## config.mk

```make
export PLATFORM = sky130hd
export DESIGN_NAME = lif_spike_arbiter
export DESIGN_NICKNAME = d
export VERILOG_FILES = /design/src/rtl/lif_spike_arbiter.sv
export SDC_FILE = /design/constraint.sdc
export NUM_CORES = 1
export LEC_CHECK = 0
export ABC_CLOCK_PERIOD_IN_PS = 12280
export CAP_MARGIN = 0
export CORE_AREA = 2 2 76 78
export CTS_CLUSTER_SIZE = 40
export DETAILED_ROUTE_END_ITERATION = 10
export DIE_AREA = 0 0 78 80
export DONT_BUFFER_PORTS = 1
export GPL_ROUTABILITY_DRIVEN = 0
export MAX_ROUTING_LAYER = met4
export PLACE_DENSITY = 0.72
export SLEW_MARGIN = 20
export SYNTH_ARGS = -nofsm -noshare
export SYNTH_HDL_FRONTEND = slang
export SYNTH_SLANG_ARGS = --single-unit
```

## constraint.sdc

```tcl
create_clock -name clk -period 12.28 [get_ports clk]
set_input_delay 3.684 -clock clk [delete_from_list [all_inputs] [get_ports clk]]
set_output_delay 3.684 -clock clk [all_outputs]
set_load 0.01 [all_outputs]
```

## src/rtl/lif_spike_arbiter.sv

```systemverilog
// lif_spike_arbiter: latches per-timestep spikes from N LIF neurons and
// serialises them as AER addresses on one valid/ready channel, choosing the
// next neuron round-robin. Re-fires of a neuron whose event is still queued
// are counted as drops in a saturating counter.
//
// Handshake: an event moves when ev_valid && ev_ready at a rising edge. Once
// ev_valid is high, ev_addr is held stable and ev_valid stays high until that
// transfer happens; only rst_n can withdraw an offered event.
module lif_spike_arbiter #(
    parameter int N  = 8,
    parameter int AW = 3,
    parameter int DW = 8
) (
    input  logic          clk,
    input  logic          rst_n,
    input  logic          ena,
    input  logic [N-1:0]  spike_in,
    output logic          ev_valid,
    input  logic          ev_ready,
    output logic [AW-1:0] ev_addr,
    output logic [N-1:0]  pending,
    output logic          busy,
    output logic [DW-1:0] drop_cnt,
    input  logic          drop_clr,
    output logic          dbg_state,
    output logic [AW-1:0] dbg_rr_ptr
);

    localparam int CW = $clog2(N + 1);
    localparam int SW = ((DW > CW) ? DW : CW) + 1;

    typedef enum logic {
        IDLE = 1'b0,
        SEND = 1'b1
    } state_t;

    state_t          state, state_d;
    logic [AW-1:0]   rr_ptr;
    logic            valid_d;
    logic [AW-1:0]   addr_d;
    logic [N-1:0]    load;
    logic [N-1:0]    pending_d;
    logic [N-1:0]    dropped;
    logic [N-1:0]    search_vec;
    logic [AW-1:0]   search_ptr;
    logic [AW-1:0]   ptr_inc;
    logic [AW:0]     pick;
    logic            xfer;
    logic [SW-1:0]   drop_sum;
    logic [DW-1:0]   drop_d;

    // First set bit of vec at or above ptr, wrapping N-1 -> 0.
    // Result is {found, index}; scanning from the far end lets the nearest hit win.
    function automatic logic [AW:0] rr_pick(input logic [N-1:0] vec, input logic [AW-1:0] ptr);
        logic [AW:0] r;
        int          idx;
        r = '0;
        for (int k = N - 1; k >= 0; k--) begin
            idx = int'(ptr) + k;
            if (idx >= N) idx = idx - N;
            if (vec[idx]) r = {1'b1, AW'(idx)};
        end
        return r;
    endfunction

    function automatic logic [CW-1:0] popcount(input logic [N-1:0] v);
        logic [CW-1:0] c;
        c = '0;
        for (int i = 0; i < N; i++) c = c + CW'(v[i]);
        return c;
    endfunction

    assign xfer       = ev_valid && ev_ready;
    assign ptr_inc    = (ev_addr == AW'(N - 1)) ? '0 : ev_addr + AW'(1);
    assign busy       = ev_valid || (pending != '0);
    assign dbg_state  = (state == SEND);
    assign dbg_rr_ptr = rr_ptr;

    // Arbitration input: in SEND the next pick is made as if the current
    // transfer had already completed (its bit excluded, pointer advanced).
    always_comb begin
        search_vec = pending;
        search_ptr = rr_ptr;
        if (state == SEND) begin
            search_ptr = ptr_inc;
            for (int i = 0; i < N; i++) begin
                if (AW'(i) == ev_addr) search_vec[i] = 1'b0;
            end
        end
    end

    assign pick = rr_pick(search_vec, search_ptr);

    // FSM next state, output-register load and per-bit load strobe.
    always_comb begin
        state_d = state;
        valid_d = ev_valid;
        addr_d  = ev_addr;
        load    = '0;
        case (state)
            IDLE: begin
                valid_d = 1'b0;
                if (pick[AW]) begin
                    addr_d           = pick[AW-1:0];
                    load[pick[AW-1:0]] = 1'b1;
                    valid_d          = 1'b1;
                    state_d          = SEND;
                end
            end
            SEND: begin
                if (xfer) begin
                    if (pick[AW]) begin
                        addr_d           = pick[AW-1:0];
                        load[pick[AW-1:0]] = 1'b1;
                        valid_d          = 1'b1;
                    end else begin
                        valid_d = 1'b0;
                        state_d = IDLE;
                    end
                end
            end
            default: begin
                state_d = IDLE;
                valid_d = 1'b0;
            end
        endcase
    end

    // Pending latch and drop detection; a fresh spike on the bit being loaded re-queues it.
    always_comb begin
        pending_d = (pending & ~load) | ({N{ena}} & spike_in);
        dropped   = {N{ena}} & spike_in & pending & ~load;
        drop_sum  = (drop_clr ? SW'(0) : SW'(drop_cnt)) + SW'(popcount(dropped));
        drop_d    = (drop_sum > SW'({DW{1'b1}})) ? {DW{1'b1}} : drop_sum[DW-1:0];
    end

    // State, output channel, pending vector and round-robin pointer.
    always_ff @(posedge clk) begin
        if (!rst_n) begin
            state    <= IDLE;
            ev_valid <= 1'b0;
            ev_addr  <= '0;
            pending  <= '0;
            rr_ptr   <= '0;
        end else begin
            state    <= state_d;
            ev_valid <= valid_d;
            ev_addr  <= addr_d;
            pending  <= pending_d;
            if (xfer) rr_ptr <= ptr_inc;
        end
    end

    // Saturating drop counter with synchronous clear.
    always_ff @(posedge clk) begin
        if (!rst_n) drop_cnt <= '0;
        else        drop_cnt <= drop_d;
    end

endmodule

```

==> impl_metrics.toml <==
[status]
status = "finished, final reports clean"

[cells_and_area]
syn2layout_area_growth_pct = 2.16
antennaDiodeCount = 0
final.fill_count = 513
drive_gt1_share_pct = 11.9
final_cells = 401
final_nets = 362

[floorplan]
design.core.area_sq_um = 5410
die_x_um = 78
row_count = 27
die_h_um = 80
io_pins = 38
dieArea_sq_um = 6240
initial_core_util_pct = 51.4

[clocking]
cts-root-buf = "clkbuf_8"
cts_setup_buffers = 0
cts-resized-gates = 0
cts_buffers = 3
clock_sinks = 24
cts_buffer_depth = 2
cts_hold_buf = 0
tritoncts = "done"
clk_pin_slew_ns = 0.09
insertion_delay_ns = 0.27
htreeDepth = 1

[power_and_ir_drop]
ir_drop_mv = 0.117
cellLeakagePower_uw = 0.000992
finalPower_uw = 779
p_per_area_nw_per_um2 = 274

[synthesis]
synth_edf_count = 0
mappedNetlistArea_sq_um = 2780
netlist.area_leader.share_pct = 17.3
ys_warn_count = 0
synthCells = 342
yosysTopAreaCell = "dfxtp_1"
syn_nets = 374
synth-seq-area-share_pct = 17.3
synthArstFlopShare_pct = 0
ys_top_cells_by_area = "dfxtp_1 (17%), nand3_1 (6.5%), ha_1 (6.3%), a21oi_1 (5.8%), nand2_1 (4.2%)"
avgSynthCellArea_sq_um = 8.13
synth.most_common_cell = "nand3_1"
synthFlopType = "dfxtp_1"
ys_types = 74
synth-seq-cells = 24
synthTopCellsByCount = "nand3_1 (36), a21oi_1 (32), nand2_1 (31), dfxtp_1 (24), nor2_1 (19)"

[global_routing]
grt_use_total_pct = 24.8
grt_max_degree = 23
grt_pass1_wl_um = 12200
grt_pass1_vias = 2491
antenna_found_initial = 0
grt_overflow = 0

[critical_path]
r2r_setup_slack_ns = 4.41
timing.rr.start = "ev_addr[0]"
ff2ff_path_depth = 26
crit_fanout = 8
crit_path_start_kind = "primary input"
crit_type = "in -> reg"
required_ns = 12.47
timing.rr.end = "drop_cnt[4]"
cp.arrival_ns = 8.08
cp-end-kind = "flop"

[timing]
fmax_mhz = 127
rsz0062_at_grt = "no"
worstMarginPinSlew_ns = 0.784
fin_crit_ns = 7.88
slew_headroom_pct = 47.7
drv_slew = 0
setup-violations-final = 0
hold_viol_final = 0
period_share_pct = 64.2
setup_tns_ns = 0
fin_worst_skew_ns = 0.00388

[routing]
antenna_left = 0
drt-total-wl_um = 7560
drt_first_pass_iters = 7
routed_via_density = 6.76
via_count = 2712
wl_per_cell_um = 18.9
route.detailed.drc = 0
drtIter0Drc = 430

[placement]
dpl.cell_count = 397
portBuffers = 0
dp_hpwl_um = 5730

[min_path]
hold_start = "ev_valid"
hp-class = "reg -> reg"
hold_end = "ev_valid"
hold_depth = 2

[flow_run]
maxCapViolCount = 0
[cell usage in the layout, fill, tap and decap left out, types with 7 or more instances in the layout]
master | netlist | final
a21oi_1 | 32 | 32
dfxtp_1 | 24 | 24
ha_1 | 14 | 14
inv_1 | 12 | 12
mux2i_1 | 8 | 8
nand2_1 | 31 | 31
nand3_1 | 36 | 36
nor2_1 | 19 | 19
nor2b_1 | 7 | 7
o211ai_1 | 10 | 10
o21ai_0 | 10 | 10
[final cells by class]
| class | count | area [sq um] | area share, % |
|---|---|---|---|
| well taps | 72 | 90.1 | 3.17 |
| flip-flops and latches | 24 | 480 | 16.9 |
| clock buffers | 3 | 41.3 | 1.45 |
| inverters | 15 | 56.3 | 1.98 |
| clock inverters | 1 | 30.0 | 1.06 |
| multi-input cells | 286 | 2140 | 75.4 |
[stage by stage]
stage	cell area [sq um]	utilization, %	setup slack [ns]	hold slack, ns
finish	2840	52.5	4.40	0.564
global route	2840	52.5	3.82	0.610
CTS	2840	52.5	4.41	0.565
detailed placement	2770	51.2	4.11	0.552
global placement	2770	51.2	4.28	0.544
floorplan	2780	-	4.57	0.514
[critical path: stages]
cell and delay [ns]:
nand2_1 0.10, nand2_1 0.16, o31ai_4 0.15, nor2b_2 0.40, a31o_1 0.24, fa_1 0.46, fa_1 0.55, inv_1 0.05
fa_1 0.56, fa_1 0.19, inv_1 0.05, fa_1 0.40, nor2b_1 0.11, o21ai_0 0.08, nand2b_1 0.13, nor4bb_1 0.38
inv_1 0.19, a21oi_1 0.16
[power by group]
part | leakage, uW | internal [uW] | switching [uW]
Clock | 0.0000357 | 43.6 | 26.7
Sequential | 0.000197 | 92.5 | 38.5
Combinational | 0.000759 | 207 | 371
[worst max-delay path by stage]
stage               start          end  slack, ns
2_1_floorplan    ev_ready  drop_cnt[1]       4.57
3_3_place_gp     ev_ready  drop_cnt[1]       4.28
3_5_place_dp     ev_ready  drop_cnt[4]       4.11
4_1_cts          ev_ready  drop_cnt[4]       4.41
5_1_grt        ev_addr[0]  drop_cnt[4]       3.82
6_report         ev_ready  drop_cnt[4]       4.40
[flip-flops by register name, summed over array words and instances (netlist names)]
signal and count:
dbg_rr_ptr 3, dbg_state 1, drop_cnt 8, ev_addr 3, ev_valid 1, pending 8
[kinds of logic after synthesis]
logic type / share of synthesized area [%]
AO/OA/AOI/OAI: 31.2
XOR/XNOR: 2.48
flip-flops: 17.3
multiplexers: 7.74
AND/OR/NAND/NOR: 25.7
adder cells (fa/ha/maj): 9.91
buffers and inverters: 5.67
[metal layers]
metal / part of all wire, % / track usage [%]
met2: 46 / 39.7
met5: 0 / -
met1: 43 / 31.4
met3: 9.0 / 3.51
met4: 2.1 / 10.5
(Power assumes the default switching activity.)
